===== src/rtl/mc_pkg.sv =====
// Shared definitions for the multicycle MIPS control unit: state encoding,
// instruction field constants, datapath select codes and the control bundle.
package mc_pkg;

    typedef enum logic [3:0] {
        ST_FETCH    = 4'd0,
        ST_DECODE   = 4'd1,
        ST_MEM_ADDR = 4'd2,
        ST_MEM_RD   = 4'd3,
        ST_MEM_WB   = 4'd4,
        ST_MEM_WR   = 4'd5,
        ST_R_EX     = 4'd6,
        ST_R_WB     = 4'd7,
        ST_I_EX     = 4'd8,
        ST_I_WB     = 4'd9,
        ST_BRANCH   = 4'd10,
        ST_JUMP     = 4'd11,
        ST_JR       = 4'd12,
        ST_TRAP     = 4'd13
    } state_t;

    localparam logic [5:0] OP_RTYPE = 6'b000000;
    localparam logic [5:0] OP_LW    = 6'b100011;
    localparam logic [5:0] OP_SW    = 6'b101011;
    localparam logic [5:0] OP_BEQ   = 6'b000100;
    localparam logic [5:0] OP_BNE   = 6'b000101;
    localparam logic [5:0] OP_J     = 6'b000010;
    localparam logic [5:0] OP_ADDI  = 6'b001000;
    localparam logic [5:0] FN_JR    = 6'b001000;

    localparam logic [1:0] ALU_ADD   = 2'b00;
    localparam logic [1:0] ALU_SUB   = 2'b01;
    localparam logic [1:0] ALU_FUNCT = 2'b10;

    localparam logic [1:0] PC_ALU    = 2'b00;
    localparam logic [1:0] PC_ALUOUT = 2'b01;
    localparam logic [1:0] PC_JUMP   = 2'b10;
    localparam logic [1:0] PC_REG    = 2'b11;

    localparam logic [1:0] SRCB_B      = 2'b00;
    localparam logic [1:0] SRCB_4      = 2'b01;
    localparam logic [1:0] SRCB_IMM    = 2'b10;
    localparam logic [1:0] SRCB_IMM_SH = 2'b11;

    // Every datapath enable and select driven by the controller, as one bundle
    // so reset gating can clear all of them in a single assignment.
    typedef struct packed {
        logic       pc_wr;
        logic       pc_wr_cond;
        logic       pc_wr_cond_ne;
        logic       iord;
        logic       mem_rd;
        logic       mem_wr;
        logic       mem_to_reg;
        logic       ir_wr;
        logic       alu_src_a;
        logic       reg_wr;
        logic       reg_dst;
        logic [1:0] pc_src;
        logic [1:0] alu_op;
        logic [1:0] alu_src_b;
    } ctl_t;

    // States that talk to memory and therefore wait on the ready handshake.
    function automatic logic is_mem_state(input state_t s);
        return (s == ST_FETCH) || (s == ST_MEM_RD) || (s == ST_MEM_WR);
    endfunction

endpackage


===== src/rtl/mc_wait_timer.sv =====
// Counts consecutive not-ready cycles in a memory state and flags the cycle
// whose stall would be the TIMEOUT-th in a row.
module mc_wait_timer #(
    parameter int TIMEOUT = 15
) (
    input  logic clk,
    input  logic rst,
    input  logic clear,
    input  logic inc,
    output logic expire
);

    logic [7:0] cnt_reg;

    // Clear has priority so a fresh memory state always starts from zero.
    always_ff @(posedge clk) begin
        if (rst || clear) begin
            cnt_reg <= '0;
        end else if (inc) begin
            cnt_reg <= cnt_reg + 8'd1;
        end
    end

    // Expire while the current stall is the last one allowed; the FSM then
    // moves to TRAP on the following edge.
    assign expire = inc && (cnt_reg == 8'(TIMEOUT - 1));

endmodule


===== src/rtl/mc_control_unit.sv =====
// Multicycle MIPS control FSM with memory wait states, timeout and
// illegal-instruction traps, and a retired-instruction counter.
module mc_control_unit
    import mc_pkg::*;
#(
    parameter int CNT_W   = 32,
    parameter int WAIT_EN = 1,
    parameter int TIMEOUT = 15
) (
    input  logic             clk,
    input  logic             rst,
    input  logic [5:0]       opcode,
    input  logic [5:0]       funct,
    input  logic             alu_zero,
    input  logic             mem_ready,
    output logic             pc_wr,
    output logic             pc_wr_cond,
    output logic             pc_wr_cond_ne,
    output logic             iord,
    output logic             mem_rd,
    output logic             mem_wr,
    output logic             mem_to_reg,
    output logic             ir_wr,
    output logic             alu_src_a,
    output logic             reg_wr,
    output logic             reg_dst,
    output logic [1:0]       pc_src,
    output logic [1:0]       alu_op,
    output logic [1:0]       alu_src_b,
    output logic [3:0]       state,
    output logic             trap,
    output logic [CNT_W-1:0] retired
);

    state_t           state_reg, state_next;
    ctl_t             ctl_dec, ctl_out;
    logic [CNT_W-1:0] retired_reg;
    logic             ready, wait_inc, timeout, retire_evt;

    // The branch decision itself is made in the datapath from pc_wr_cond*.
    logic unused_alu_zero;
    assign unused_alu_zero = alu_zero;

    assign ready    = (WAIT_EN != 0) ? mem_ready : 1'b1;
    assign wait_inc = is_mem_state(state_reg) && !ready;

    mc_wait_timer #(.TIMEOUT(TIMEOUT)) u_wait_timer (
        .clk    (clk),
        .rst    (rst),
        .clear  (state_next != state_reg),
        .inc    (wait_inc),
        .expire (timeout)
    );

    // State register.
    always_ff @(posedge clk) begin
        if (rst) begin
            state_reg <= ST_FETCH;
        end else begin
            state_reg <= state_next;
        end
    end

    // Next-state decode and Moore control outputs (memory enables qualified by ready).
    always_comb begin
        state_next = state_reg;
        ctl_dec    = '0;
        case (state_reg)
            ST_FETCH: begin
                ctl_dec.mem_rd    = 1'b1;
                ctl_dec.alu_src_b = SRCB_4;
                ctl_dec.alu_op    = ALU_ADD;
                ctl_dec.pc_src    = PC_ALU;
                ctl_dec.ir_wr     = ready;
                ctl_dec.pc_wr     = ready;
                if (timeout)    state_next = ST_TRAP;
                else if (ready) state_next = ST_DECODE;
            end
            ST_DECODE: begin
                ctl_dec.alu_src_b = SRCB_IMM_SH;
                ctl_dec.alu_op    = ALU_ADD;
                case (opcode)
                    OP_LW, OP_SW:   state_next = ST_MEM_ADDR;
                    OP_RTYPE:       state_next = (funct == FN_JR) ? ST_JR : ST_R_EX;
                    OP_ADDI:        state_next = ST_I_EX;
                    OP_BEQ, OP_BNE: state_next = ST_BRANCH;
                    OP_J:           state_next = ST_JUMP;
                    default:        state_next = ST_TRAP;
                endcase
            end
            ST_MEM_ADDR: begin
                ctl_dec.alu_src_a = 1'b1;
                ctl_dec.alu_src_b = SRCB_IMM;
                state_next = (opcode == OP_LW) ? ST_MEM_RD : ST_MEM_WR;
            end
            ST_MEM_RD: begin
                ctl_dec.mem_rd = 1'b1;
                ctl_dec.iord   = 1'b1;
                if (timeout)    state_next = ST_TRAP;
                else if (ready) state_next = ST_MEM_WB;
            end
            ST_MEM_WB: begin
                ctl_dec.reg_wr     = 1'b1;
                ctl_dec.mem_to_reg = 1'b1;
                state_next = ST_FETCH;
            end
            ST_MEM_WR: begin
                ctl_dec.iord   = 1'b1;
                ctl_dec.mem_wr = 1'b1;
                if (timeout)    state_next = ST_TRAP;
                else if (ready) state_next = ST_FETCH;
            end
            ST_R_EX: begin
                ctl_dec.alu_src_a = 1'b1;
                ctl_dec.alu_op    = ALU_FUNCT;
                state_next = ST_R_WB;
            end
            ST_R_WB: begin
                ctl_dec.reg_wr  = 1'b1;
                ctl_dec.reg_dst = 1'b1;
                state_next = ST_FETCH;
            end
            ST_I_EX: begin
                ctl_dec.alu_src_a = 1'b1;
                ctl_dec.alu_src_b = SRCB_IMM;
                ctl_dec.alu_op    = ALU_ADD;
                state_next = ST_I_WB;
            end
            ST_I_WB: begin
                ctl_dec.reg_wr = 1'b1;
                state_next = ST_FETCH;
            end
            ST_BRANCH: begin
                ctl_dec.alu_src_a     = 1'b1;
                ctl_dec.alu_op        = ALU_SUB;
                ctl_dec.pc_src        = PC_ALUOUT;
                ctl_dec.pc_wr_cond    = (opcode == OP_BEQ);
                ctl_dec.pc_wr_cond_ne = (opcode == OP_BNE);
                state_next = ST_FETCH;
            end
            ST_JUMP: begin
                ctl_dec.pc_wr  = 1'b1;
                ctl_dec.pc_src = PC_JUMP;
                state_next = ST_FETCH;
            end
            ST_JR: begin
                ctl_dec.pc_wr  = 1'b1;
                ctl_dec.pc_src = PC_REG;
                state_next = ST_FETCH;
            end
            ST_TRAP: state_next = ST_TRAP;
            default: state_next = ST_TRAP;
        endcase
    end

    // No datapath writes may escape while reset is held, whatever the state.
    assign ctl_out = rst ? '0 : ctl_dec;

    // Only FETCH can loop back to FETCH (stall), so any other state heading
    // to FETCH is an instruction completing.
    assign retire_evt = (state_next == ST_FETCH) && (state_reg != ST_FETCH);

    // Retired-instruction counter, wraps naturally at 2^CNT_W.
    always_ff @(posedge clk) begin
        if (rst) begin
            retired_reg <= '0;
        end else if (retire_evt) begin
            retired_reg <= retired_reg + CNT_W'(1);
        end
    end

    assign pc_wr         = ctl_out.pc_wr;
    assign pc_wr_cond    = ctl_out.pc_wr_cond;
    assign pc_wr_cond_ne = ctl_out.pc_wr_cond_ne;
    assign iord          = ctl_out.iord;
    assign mem_rd        = ctl_out.mem_rd;
    assign mem_wr        = ctl_out.mem_wr;
    assign mem_to_reg    = ctl_out.mem_to_reg;
    assign ir_wr         = ctl_out.ir_wr;
    assign alu_src_a     = ctl_out.alu_src_a;
    assign reg_wr        = ctl_out.reg_wr;
    assign reg_dst       = ctl_out.reg_dst;
    assign pc_src        = ctl_out.pc_src;
    assign alu_op        = ctl_out.alu_op;
    assign alu_src_b     = ctl_out.alu_src_b;
    assign state         = state_reg;
    assign trap          = (state_reg == ST_TRAP);
    assign retired       = retired_reg;

endmodule

===== config.mk =====
export PLATFORM = sky130hd
export DESIGN_NAME = mc_control_unit
export DESIGN_NICKNAME = d
export VERILOG_FILES = /design/src/rtl/mc_pkg.sv /design/src/rtl/mc_wait_timer.sv /design/src/rtl/mc_control_unit.sv
export SDC_FILE = /design/constraint.sdc
export NUM_CORES = 1
export LEC_CHECK = 0
export CAP_MARGIN = 15
export CORE_MARGIN = 2
export CORE_UTILIZATION = 25
export CTS_CLUSTER_DIAMETER = 150
export CTS_CLUSTER_SIZE = 12
export DETAILED_ROUTE_END_ITERATION = 10
export PLACE_DENSITY = 0.44
export SLEW_MARGIN = 0
export SYNTH_ARGS = -nofsm -noshare
export SYNTH_HDL_FRONTEND = slang
export SYNTH_HIERARCHICAL = 1
export SYNTH_SLANG_ARGS = --single-unit

===== constraint.sdc =====
create_clock -name clk -period 4.1 [get_ports clk]
set_input_delay 0.82 -clock clk [delete_from_list [all_inputs] [get_ports clk]]
set_output_delay 0.82 -clock clk [all_outputs]
set_load 0.01 [all_outputs]

==> flow_summary.toml <==
[yosys]
synth_area_leaders = "dfxtp_1 (32%), a21oi_1 (6.0%), nor2_1 (5.4%)"
yosysWarningCount = 6
synth_cells = 360
avgSynthCellArea_sq_um = 7.695
yosysTopAreaCell = "dfxtp_1"
synth-edff-count = 0
async_flop_share_pct = 0
syn_nets = 379
ys_ff_latch = 44
synth_ff_type = "dfxtp_1"
netlist.area_leader.share_pct = 31.80
yosysUniqueCellTypes = 53
synth_area_sq_um = 2770
ys_seq_area_share_pct = 31.80

[clocking]
cts_setup_buffers = 0
insertion_delay_ps = 300
cts_tree = "done"
cts_resized = 0
clk_pin_slew_ps = 90
clockRootBuffer = "clkbuf_8"
h-tree-depth = 2
cts_buffer_depth = 2
cts_buffers = 5
clock_sinks = 44
hold_buffers = 0

[worst_setup_path]
path_max_fanout = 21
worstSetupEndpointType = "flop"
critPathArrivalTime_ps = 3800
worst_setup_path_start_kind = "primary input"
worstPathRequired_ps = 4320
path_class = "in -> reg"

[die]
start_util_pct = 25.55
die_h_um = 109.3
core_area_sq_um = 10840
die_w_um = 109.3
dieArea_sq_um = 11940
rows = 38
io_pins = 70

[finish]
largest_reg_flops = 32
final_cell_mix = "clkdlybuf4s50_1 (68), dfxtp_1 (44), nor2_1 (40)"
nNetsFinal = 444
area_growth_syn_to_layout_pct = 33.83
drive_gt1_share_pct = 7.746
fin_cells = 566
fin_util_pct = 34.20
antenna_cells = 0
n_fill_cell = 1184
final_common_cell = "clkdlybuf4s50_1"

[grt]
grt_overflow = 0
grt_antenna_before_repair = 0
grt_pass1_wl_um = 13290
grt_pass1_vias = 2675
grt_max_degree = 40
grtUsageTotal_pct = 13.84

[detailed_routing]
wl_per_cell_um = 14.31
drtPass1Iterations = 4
drt_iter0_drc = 108
viasPerCell = 5.136
drt_wl_total_um = 8097
drc = 0
vias = 2907
ant_nets = 0

[sta]
fmaxAchievable_ghz = 0.2798
relSlewSlack_pct = 67.28
rsz0062_at_grt = "false"
tns_ps = 0
hold_viol = 0
setup_ws_ps = 526.5
finClkSkew_ps = 10.56
finalCritPeriodShare_pct = 87.16
worstMarginPinSlew_ps = 488.1
period_needed_ps = 3574
setup_violations = 0
final_max_slew_viol_count = 0

[run_status]
status = "finished, final reports clean"

[flow_run]
drv_cap = 0

[placement]
dpl_worst_slack_ps = 172.7
portBuffers = 68
post-dp-hpwl_um = 5751
dp_cells = 558
gp_congestion = 0.7319

[power]
peakVddDrop_mv = 0.1951
power.leakage_nw = 1.159
powerDensity_nw_per_um2 = 393.9

[min_path]
hp-class = "reg -> reg"
==> metrics by stage <==
stage / total power, W / hold slack, ps / area [sq um]
global placement: 0.001181 / 462.0 / 3613
finish: 0.001460 / 481.0 / 3707
detailed placement: 0.001181 / 472.2 / 3613
global route: 0.001578 / 532.6 / 3707
floorplan: 0.0009379 / 453.0 / 2770
CTS: 0.001485 / 485.6 / 3707
==> cell type report <==
class	count	area, sq um	area share, %
Tap cell	140	175.2	4.725
Clock buffer	7	86.33	2.329
Sequential cell	44	880.8	23.76
Multi-Input combinational cell	284	1745	47.08
Inverter	9	33.78	0.9112
Clock inverter	1	7.507	0.2025
Timing Repair Buffer	81	778.2	20.99
==> synthesized netlist by cell type, drive strengths merged (3+ instances only) <==
library cell  number
nand2b             6
nor4               6
nor3              11
or3               11
inv                9
o31ai             14
nand2             26
clkbuf            11
o21ai             15
a211oi             3
dfxtp             44
xnor2              8
nor2              40
and4               3
and3               7
or2                4
buf               12
nand3             18
ha                 3
nand4             14
nor2b              3
and2               3
o21a               5
or4               14
a21oi             34
xor2               7
o211ai             3
or4b               4
==> worst max-delay path, cell delays in order <==
cell             delay [ps]
clkdlybuf4s50_1         480
a211oi_1                 70
nand4b_1                120
nor4_1                   70
buf_4                   170
o32a_1                  340
a32o_1                  270
nor3_2                  380
nand4_4                 330
or4_1                   580
a21oi_1                 150
==> report_power, final <==
| part | leakage (nW) | switching (W) | total [W] | internal, W |
|---|---|---|---|---|
| Combinational | 0.760 | 0.000386 | 0.000677 | 0.000291 |
| Clock | 0.0445 | 0.000155 | 0.000292 | 0.000137 |
| Sequential | 0.355 | 0.0000398 | 0.000491 | 0.000451 |
| Total | 1.16 | 0.000581 | 0.00146 | 0.000879 |
==> logic make-up after synthesis <==
| logic type | Yosys count | synth area share [%] |
|---|---|---|
| mux | 3 | 1.129 |
| fa+ha+maj | 3 | 1.355 |
| buf+inv | 32 | 5.194 |
| simple gates | 174 | 34.78 |
| compound gates | 89 | 21.00 |
| flops | 44 | 31.80 |
| xor+xnor | 15 | 4.743 |
==> per-layer routing <==
layer / track usage, % / up-vias / wire, um
met3: 2.092 / 4 / 360
met4: 2.712 / 0 / 50
li1: - / 1470 / -
met5: 0 / - / 0
met2: 23.25 / 78 / 3698
met1: 18.84 / 1355 / 3987
==> worst paths after layout <==
check / cells after the start / endpoint / start / slack [ps]
setup / recovery: 11 / retired[22]$_SDFFE_PP0P_ / mem_ready / 530
hold / removal: 2 / retired[31]$_SDFFE_PP0P_ / retired[31]$_SDFFE_PP0P_ / 480
setup reg to reg: 11 / retired[22]$_SDFFE_PP0P_ / state[0]$_SDFF_PP0_ / 700
hold reg to reg: 2 / retired[31]$_SDFFE_PP0P_ / retired[31]$_SDFFE_PP0P_ / 480
No activity file was read; power rests on OpenSTA's default activity.
